==> config.mk <==
export PLATFORM = sky130hd
export DESIGN_NAME = aes_128_key_sched_ctrl
export DESIGN_NICKNAME = d
export VERILOG_FILES = /design/src/rtl/aes_pkg.sv /design/src/rtl/g_function.sv /design/src/rtl/sbox.sv /design/src/rtl/aes_128_key_sched_ctrl.sv
export SDC_FILE = /design/constraint.sdc
export NUM_CORES = 2
export LEC_CHECK = 0
export BUFFER_PORTS_ARGS = -buffer_cell sky130_fd_sc_hd__buf_2
export CORE_UTILIZATION = 35
export DETAILED_ROUTE_END_ITERATION = 8
export PLACE_DENSITY_LB_ADDON = 0.3
export SLEW_MARGIN = 20
export SYNTH_ARGS = -nofsm -noshare
export SYNTH_HDL_FRONTEND = slang
export SYNTH_HIERARCHICAL = 1
export SYNTH_SLANG_ARGS = --single-unit
export TNS_END_PERCENT = 30
==> constraint.sdc <==
create_clock -name clk -period 29.2 [get_ports clk]
set_input_delay 1.46 -clock clk [delete_from_list [all_inputs] [get_ports clk]]
set_output_delay 1.46 -clock clk [all_outputs]
set_load 0.05 [all_outputs]
==> src/rtl/aes_pkg.sv <==
// Shared AES definitions for the key-schedule controller.
//   AES128_NR   : last round index for AES-128
//   RCON_INIT   : first Rcon value
//   RCON_POLY   : GF(2^8) reduction constant applied by xtime
//   ks_state_t  : key-schedule controller states
//   xtime       : multiply-by-x in GF(2^8)
package aes_pkg;

    localparam int         AES128_NR = 10;
    localparam logic [7:0] RCON_INIT = 8'h01;
    localparam logic [7:0] RCON_POLY = 8'h1B;

    typedef enum logic [1:0] {
        IDLE,
        ISSUE,
        DONE
    } ks_state_t;

    function automatic logic [7:0] xtime(input logic [7:0] r);
        return {r[6:0], 1'b0} ^ (r[7] ? RCON_POLY : 8'h00);
    endfunction

endpackage

==> src/rtl/g_function.sv <==
// Key-schedule g function: RotWord followed by SubWord (Rcon applied by caller).
//   w : input word
//   g : {S(w[23:16]), S(w[15:8]), S(w[7:0]), S(w[31:24])}
module g_function (
    input  logic [31:0] w,
    output logic [31:0] g
);

    logic [31:0] rot;

    assign rot = {w[23:0], w[31:24]};

    for (genvar i = 0; i < 4; i++) begin : g_sbox
        sbox u_sbox (
            .a (rot[8*i +: 8]),
            .s (g[8*i +: 8])
        );
    end

endmodule

==> src/rtl/sbox.sv <==
// AES forward S-box.
//   a : input byte
//   s : substituted byte
// Computed as the GF(2^8) multiplicative inverse (a^254, with 0 -> 0)
// followed by the AES affine transform.
module sbox
    import aes_pkg::*;
(
    input  logic [7:0] a,
    output logic [7:0] s
);

    function automatic logic [7:0] gf_mul(input logic [7:0] x, input logic [7:0] y);
        logic [7:0] acc;
        logic [7:0] p;
        acc = '0;
        p   = x;
        for (int unsigned i = 0; i < 8; i++) begin
            if (y[i]) acc = acc ^ p;
            p = xtime(p);
        end
        return acc;
    endfunction

    // a^254 = a^2 * a^4 * ... * a^128
    function automatic logic [7:0] gf_inv(input logic [7:0] x);
        logic [7:0] sq;
        logic [7:0] acc;
        sq  = x;
        acc = 8'h01;
        for (int unsigned i = 0; i < 7; i++) begin
            sq  = gf_mul(sq, sq);
            acc = gf_mul(acc, sq);
        end
        return acc;
    endfunction

    function automatic logic [7:0] rotl(input logic [7:0] x, input int unsigned n);
        logic [15:0] d;
        d = {x, x} << n;
        return d[15:8];
    endfunction

    logic [7:0] inv;

    always_comb begin
        inv = gf_inv(a);
        s   = inv ^ rotl(inv, 1) ^ rotl(inv, 2) ^ rotl(inv, 3) ^ rotl(inv, 4) ^ 8'h63;
    end

endmodule

==> src/rtl/aes_128_key_sched_ctrl.sv <==
// Iterative AES-128 key-expansion controller.
// Captures the cipher key on start and issues round keys 0..NUM_ROUNDS one per
// rk_valid/rk_ready handshake, expanding one round per accepted key.
//   clk, rst   : clock, synchronous active-high reset
//   start      : begin expansion of key_in (honoured only when idle)
//   key_in     : cipher key, [127:96] = w0
//   rk_ready   : consumer accepts round_key
//   rk_valid   : round_key/round_idx valid
//   round_key  : current round key
//   round_idx  : index of round_key
//   busy       : expansion in progress
//   done       : one-cycle pulse after the last key is accepted
module aes_128_key_sched_ctrl
    import aes_pkg::*;
#(
    parameter int NUM_ROUNDS = AES128_NR
) (
    input  logic         clk,
    input  logic         rst,
    input  logic         start,
    input  logic [127:0] key_in,
    input  logic         rk_ready,
    output logic         rk_valid,
    output logic [127:0] round_key,
    output logic [3:0]   round_idx,
    output logic         busy,
    output logic         done
);

    if (NUM_ROUNDS != AES128_NR) begin : g_bad_num_rounds
        $error("aes_128_key_sched_ctrl: NUM_ROUNDS must be %0d", AES128_NR);
    end

    localparam logic [3:0] LAST_IDX = 4'(NUM_ROUNDS);

    ks_state_t    state_q, state_d;
    logic [127:0] key_q, key_d;
    logic [3:0]   idx_q, idx_d;
    logic [7:0]   rcon_q, rcon_d;

    logic [31:0]  g_out;
    logic [31:0]  t;
    logic [31:0]  n0, n1, n2, n3;

    g_function u_g_function (
        .w (key_q[31:0]),
        .g (g_out)
    );

    assign t  = g_out ^ {rcon_q, 24'h0};
    assign n0 = key_q[127:96] ^ t;
    assign n1 = key_q[95:64]  ^ n0;
    assign n2 = key_q[63:32]  ^ n1;
    assign n3 = key_q[31:0]   ^ n2;

    always_comb begin
        state_d = state_q;
        key_d   = key_q;
        idx_d   = idx_q;
        rcon_d  = rcon_q;
        case (state_q)
            IDLE: begin
                if (start) begin
                    key_d   = key_in;
                    idx_d   = '0;
                    rcon_d  = RCON_INIT;
                    state_d = ISSUE;
                end
            end
            ISSUE: begin
                if (rk_ready) begin
                    if (idx_q == LAST_IDX) begin
                        state_d = DONE;
                    end else begin
                        key_d  = {n0, n1, n2, n3};
                        idx_d  = idx_q + 4'd1;
                        rcon_d = xtime(rcon_q);
                    end
                end
            end
            DONE: begin
                state_d = IDLE;
            end
            default: begin
                state_d = IDLE;
            end
        endcase
    end

    always_ff @(posedge clk) begin
        if (rst) begin
            state_q <= IDLE;
            key_q   <= '0;
            idx_q   <= '0;
            rcon_q  <= RCON_INIT;
        end else begin
            state_q <= state_d;
            key_q   <= key_d;
            idx_q   <= idx_d;
            rcon_q  <= rcon_d;
        end
    end

    assign rk_valid  = (state_q == ISSUE);
    assign busy      = (state_q == ISSUE);
    assign done      = (state_q == DONE);
    assign round_key = key_q;
    assign round_idx = idx_q;

endmodule

; ---- Word level (Yosys, flattened, before mapping)
; Index checks and enable logic that the tools add are counted.
[totals]
in_bits = 132
out_inout_bits = 135
register_bits = 142
[op_classes]
bitwise_logic = 782
n_addsub = 1
n_mux = 829
n_reduce_logical = 4
eq_ne = 7
[ops]
columns = cell, count
row1 = 8-bit two-way mux, 423
row2 = 8-bit bitwise XOR, 380
row3 = 8-bit by 5-bit bitwise XOR with 8-bit output, 365
row4 = 5-bit two-way mux, 369
row5 = 128-bit two-way mux, 3
row6 = 128-bit case mux with 2 select lines, 1
row7 = 32-bit bitwise XOR, 5
row8 = 4-bit two-way mux, 7
row9 = 7-bit two-way mux, 4
row10 = "1-bit NOT, first input constant", 28
row11 = 6-bit two-way mux, 4
row12 = 4-bit NOT, 4
row13 = 8-bit case mux with 2 select lines, 1
row14 = 2-bit two-way mux, 7
row15 = 3-bit two-way mux, 4
row16 = 4-bit case mux with 2 select lines, 1
row17 = "2-bit inequality test, second input constant", 3
row18 = "4-bit by 1-bit adder with 4-bit output, second input constant", 1
row19 = "4-bit equality test, second input constant", 1
row20 = 1-bit two-way mux, 4
row21 = 2-bit case mux with 2 select lines, 1
row22 = 4-bit AND reduction, 1
row23 = 3-bit AND reduction, 1
row24 = "2-bit by 1-bit equality test with 1-bit output, second input constant", 1
row25 = 4 further kinds, 4

; ---- Longest topological paths before layout
[depth]
ltp_word = 140
depth_mapped = 63
depth_no_buf = 54

; ---- By module
; The synthesis kept the hierarchy.
[by_module_without_submodules]
columns = mod, area_each_um2, cells_per_inst, seq_area_each_um2, instances
row1 = sbox, 15220.8, 1942, 0.0, 4
row2 = aes_128_key_sched_ctrl, 7863.8, 907, 2842.7, 1

; ---- Least setup slack after synthesis
; No wires, ideal clock.
[synth_timing]
kind = flip-flop to flip-flop
startpoint = register key_q[31] (netlist: round_key[31])
endpoint = register key_q[0] (netlist: round_key[0])
slack_ps = 13518
period_less_slack_ps = 15682
arrival_ps = 15612
setup_ps = 70
path_stages_with_launch = 61
path_buffers = 7
t_required_ps = 29130
cell_sequence = dfxtp_1 > buf_2 > buf_2 > nand2_1 > xor2_1 > inv_2 > buf_1 > clkbuf_1 > ha_1 > buf_1 > nand2_1 > xor2_1 > xnor2_1 > clkinv_1 > buf_1 > ha_1 > xnor2_1 > nand2_1 > [25 not listed] > nand3_1 > a311o_1 > o211a_1 > a21oi_1 > xnor2_4 > inv_2 > xnor2_2 > xor2_2 > nor2_1 > xnor3_1 > xnor2_1 > xnor3_1 > xnor3_1 > xnor2_1 > xnor3_1 > xnor2_1 > a211o_1 > a21oi_1
[synth_between]
elab_chain_len = 137
word_cells_on_any_way = 394
classes_between = mux: 202 / bitwise: 192
[synth_rtl]
columns = element, line_no
row1 = from (decl), aes_128_key_sched_ctrl.sv:37  ; logic [127:0] key_q, key_d;
row2 = from (signal assigned), aes_128_key_sched_ctrl.sv:98  ; key_q <= key_d;
row3 = 5-bit two-way mux / 8-bit two-way mux (equally long branches), "aes_pkg.sv:20, sbox.sv:19"
row4 = 8-bit by 5-bit bitwise XOR with 8-bit output / 8-bit bitwise XOR (equally long branches), "aes_pkg.sv:20, sbox.sv:19"
row5 = 8-bit bitwise XOR / 8-bit two-way mux (equally long branches), sbox.sv:19  ; if (y[i]) acc = acc ^ p;
row6 = 8-bit two-way mux / 8-bit bitwise XOR (equally long branches), sbox.sv:19
row7 = 8-bit bitwise XOR / 8-bit two-way mux (equally long branches), sbox.sv:19
row8 = 8-bit two-way mux / 8-bit bitwise XOR (equally long branches), sbox.sv:19
row9 = 8-bit bitwise XOR / 8-bit two-way mux (equally long branches), sbox.sv:19
row10 = 8-bit two-way mux / 8-bit bitwise XOR (equally long branches), sbox.sv:19
row11 = [121 not listed], -
row12 = net g_out[0], aes_128_key_sched_ctrl.sv:41  ; logic [31:0] g_out;
row13 = 32-bit bitwise XOR *, aes_128_key_sched_ctrl.sv:50  ; assign t = g_out ^ {rcon_q, 24'h0};
row14 = 32-bit bitwise XOR *, aes_128_key_sched_ctrl.sv:51  ; assign n0 = key_q[127:96] ^ t;
row15 = 32-bit bitwise XOR *, aes_128_key_sched_ctrl.sv:52  ; assign n1 = key_q[95:64] ^ n0;
row16 = 32-bit bitwise XOR *, aes_128_key_sched_ctrl.sv:53  ; assign n2 = key_q[63:32] ^ n1;
row17 = 32-bit bitwise XOR *, aes_128_key_sched_ctrl.sv:54  ; assign n3 = key_q[31:0] ^ n2;
row18 = 128-bit two-way mux *, aes_128_key_sched_ctrl.sv:72  ; if (idx_q == LAST_IDX) begin
row19 = 128-bit two-way mux *, aes_128_key_sched_ctrl.sv:71  ; if (rk_ready) begin
row20 = 128-bit case mux with 2 select lines *, aes_128_key_sched_ctrl.sv:61  ; case (state_q)
; Mark *: on every way through the listed nets, which the timed path passes. The rest lies on a longest branch. The select of a mux whose other input is x is not followed.
; A chain may end at the register's enable or synchronous reset.

; ---- Worst setup path in the final report
[layout_timing]
startpoint = register key_q[7] (netlist: round_key[7])
endpoint = register key_q[46] (netlist: round_key[46])
[layout_between]
elab_chain_len = 136
word_cells_on_any_way = 393
classes_between = mux: 202 / bitwise: 191
[layout_rtl]
columns = element, line_no
row1 = 5-bit two-way mux, aes_pkg.sv:20  ; return {r[6:0], 1'b0} ^ (r[7] ? RCON_POLY : 8'h00);
row2 = 8-bit by 5-bit bitwise XOR with 8-bit output, aes_pkg.sv:20
row3 = 8-bit bitwise XOR, sbox.sv:19
row4 = 8-bit two-way mux, sbox.sv:19
row5 = 8-bit bitwise XOR, sbox.sv:19
row6 = 8-bit two-way mux, sbox.sv:19
row7 = 8-bit bitwise XOR, sbox.sv:19
row8 = 8-bit two-way mux, sbox.sv:19
row9 = [121 not listed], -
row10 = net g_out[14], aes_128_key_sched_ctrl.sv:41
row11 = 32-bit bitwise XOR *, aes_128_key_sched_ctrl.sv:50
row12 = 32-bit bitwise XOR *, aes_128_key_sched_ctrl.sv:51
row13 = 32-bit bitwise XOR *, aes_128_key_sched_ctrl.sv:52
row14 = 32-bit bitwise XOR *, aes_128_key_sched_ctrl.sv:53
row15 = 128-bit two-way mux *, aes_128_key_sched_ctrl.sv:72
row16 = 128-bit two-way mux *, aes_128_key_sched_ctrl.sv:71
row17 = 128-bit case mux with 2 select lines *, aes_128_key_sched_ctrl.sv:61
; Marks and branches as above.

==> run summary <==
The routability congestion estimate from global placement is 0.9017. The count of synthesis-stage warnings from yosys is 6. The placeable core region is 195,000 um2.

The final count of hold timing violations is 0. After clock tree synthesis, the repair step resized 0 gates. The synthesized design devotes to its leading area cell type 18.17% of total area. CTS placed an instance of clkbuf_16 at the clock tree root.

The effective utilization at floorplan came out at between 30% and 40%. The endpoint class of the critical path is a flop. The clock slew seen by the registers of the worst setup and hold paths is approximately 0.080 ns. In the post-synthesis netlist, the biggest area contributors are xnor2_1 (18%), xnor3_1 (13%), nor2_1 (6.1%). The remaining global-route overflow is 0. In this run, distinct cell masters in the synthesized netlist total around 120.

After synthesis, the most frequently instantiated cells are xnor2_1 (1,426), nor2_1 (1,114), nand2_1 (927), a21oi_1 (428), xnor3_1 (388). After clock tree synthesis, the flow added hold-fix buffers numbering 0. The share of cells above drive strength 1 came out at 14.12%.

The most common cell type on the critical path is xnor2_1. The synthesized design spends more area on one cell type than any other, namely xnor2_1. The number of setup buffers added after CTS is 0. TritonCTS created 17 clock buffers. The relative slew slack came out at a little under a quarter. Global routing consumed, over all layers together, 21.57% of the routing resources. The flow ran to the end, and the final reports show no timing, DRC or antenna violations. By instance count, the leading cell after synthesis is xnor2_1. The die extent in x is 445.2 um. The reported max-cap violation count is 0.

The worst register-to-register path begins at round_key[7]$_SDFFE_PP0P_. The number of antenna violations at the first check in global routing was 6. The number of clock sinks seen by CTS is 142. The highest fanout seen on the critical path came out at 26. The total nets after synthesis is 8,837. The area growth from synthesis to layout is 6.767%. The number of cells produced by synthesis is about 8,700. The shortest clock period the worst path allows after layout is 19.56 ns.

The die covers between 150,000 and 200,000 um2. After detailed routing, the average wire length per cell comes to 19.86 um. By startpoint and endpoint, the worst setup path is classified as flop to flop. The die height came out at around 450 um. The buffer depth of the longest clock path came out at 2.

The iteration count of the initial detailed-routing pass is 6. The slowest stage of the critical path is the dfxtp_1 cell. Among all flip-flop cells after synthesis, the most frequent one is dfxtp_1. The count of buffers inserted at the top-level ports came out at between 200 and 300. In this run the worst setup path begins at round_key[7]$_SDFFE_PP0P_. The H-tree was split into 4 levels.

The HPWL after detailed placement is 163.2 mm. The startpoint identified for the worst hold timing path is rcon_q[4]$_SDFFE_PP0P_. The final-report max-slew violation count came out at 0. The setup violation total in the final timing report is 0. The number of DRC markers in iteration 0 is 5,489.

Entering global routing, the biggest net connects 86 pins. In this run the remaining antenna-violating nets after routing total 0. The post-synthesis area per instance came out at just under 8 um2.

The number of standard-cell rows in the floorplan is 162. The first global-routing pass estimated 348.1 mm of wire. TritonCTS built the clock tree. The count of pins on the block boundary came out at 267. The share of async-settable or async-resettable flops after synthesis came out at 0%.

For the worst-skew pair, the clock arrives at the later sink with an insertion delay of 0.49 ns. The peak per-stage delay on the critical path is 0.91 ns. The total negative slack came out at 0 ns. The tightest min-delay check is of the flop to flop type.

Timing would allow up to 51.12 MHz. The via count of the first global-routing pass is just under 60,000. The area of the mapped netlist is around 69,000 um2.

The portion of the clock cycle consumed by the worst path in the final layout came out at 66.99%. Summed over all layers, the routed wires come to 223.2 mm. For the worst setup path, the data required time is 29.60 ns. Data arrives at the worst endpoint at 19.96 ns. The count of nets after finishing is roughly 8,800. Setup repair after global routing left no endpoint under its margin. The vias per cell is 5.619. The number of flops mapped to enable cells by yosys is 0. The DRC violations left is 0. The final clock skew came out at around 0.016 ns.

The share of the Yosys chip area taken by registers is 4.135%. For the pin with the worst max-slew slack, the measured transition is 1.144 ns. Synthesis inferred 142 register bits.

The total number of vias came out at about 63,000. The startpoint type of the worst setup path is a flop.
## placed cells by master, fill, tap and decap left out, types with 73 or more instances in the layout
cell type,Yosys,layout
xor2_1,367,358
xnor2_1,1426,1370
inv_1,82,82
xnor3_1,388,388
o211ai_1,84,84
buf_4,51,253
nor2b_1,101,101
mux2i_1,232,232
nand2_1,927,927
xnor2_2,176,231
nor3_1,211,210
o21ai_0,248,248
nor2_1,1114,1108
o21ai_1,80,80
dfxtp_1,142,141
buf_2,150,265
a22oi_1,73,73
a211oi_1,116,116
o22ai_1,116,116
nand3_1,188,188
nand2b_1,98,98
a21oi_1,428,428
## worst max-delay path, delay by kind of cell, from the launching register on
kind | cells | cell delay [ns]
simple gates | 13 | 3.35
flops | 1 | 0.91
fa+ha+maj | 5 | 2.43
buf+inv | 5 | 1.81
xor+xnor | 15 | 6.93
compound gates | 16 | 3.98
## cell type report
| cell class | instances | area (um2) |
|---|---|---|
| clock inverters | 14 | 153.9 |
| inverters | 119 | 449.2 |
| repair buffers | 519 | 3237 |
| flip-flops and latches | 142 | 2844 |
| diodes | 5 | 12.51 |
| well taps | 2624 | 3283 |
| multi-input cells | 7798 | 62990 |
| fillers | 20132 | 121600 |
| clock buffers | 17 | 425.4 |
## layer usage
layer	track usage, %	up-vias	wire [um]
li1	-	30203	-
met1	28.41	30439	96090
met2	35.96	2201	105100
met3	1.708	296	11750
met4	9.420	2	10200
met5	0	-	13
## stage by stage
stage          cell area (um2)  std cells  hold WS, ns  worst slack [ns]  utilization, %
5_1_grt                  73400      11237       0.5104             8.344           37.64
3_5_place_dp             72750      11202       0.4719             9.898           37.31
6_report                 73400      11238       0.4840             9.638           37.64
4_1_cts                  73330      11233       0.4843             9.796           37.60
2_1_floorplan            68750       8675       0.4451             13.52               -
3_3_place_gp             72740      11202       0.4620             10.00           37.30
## state kept, by name, indices dropped and copies added, names as in the netlist
| register | cells |
|---|---|
| state_q | 2 |
| round_key | 128 |
| rcon_q | 8 |
| round_idx | 4 |
## worst paths after layout
| path | end | cells past startpoint | slack [ns] |
|---|---|---|---|
| worst min-delay path | rcon_q[4]$_SDFFE_PP0P_ | 2 | 0.48 |
| worst max register to register | round_key[46]$_SDFFE_PP0P_ | 54 | 9.64 |
| worst max-delay path | round_key[46]$_SDFFE_PP0P_ | 54 | 9.64 |
| worst min register to register | rcon_q[4]$_SDFFE_PP0P_ | 2 | 0.48 |
## kinds of logic after synthesis
logic type / share of synthesized area, %
AOI/OAI and AO/OA: 18.22
xor gates and xnor gates: 46.87
adders and majority gates: 0.6042
buffers and inverters: 5.012
DFF: 4.135
muxes: 4.905
and+or+nand+nor: 20.26
Power is not shown: default switching activity piles up to over one toggle a cycle in this logic, so the estimate is an artifact.
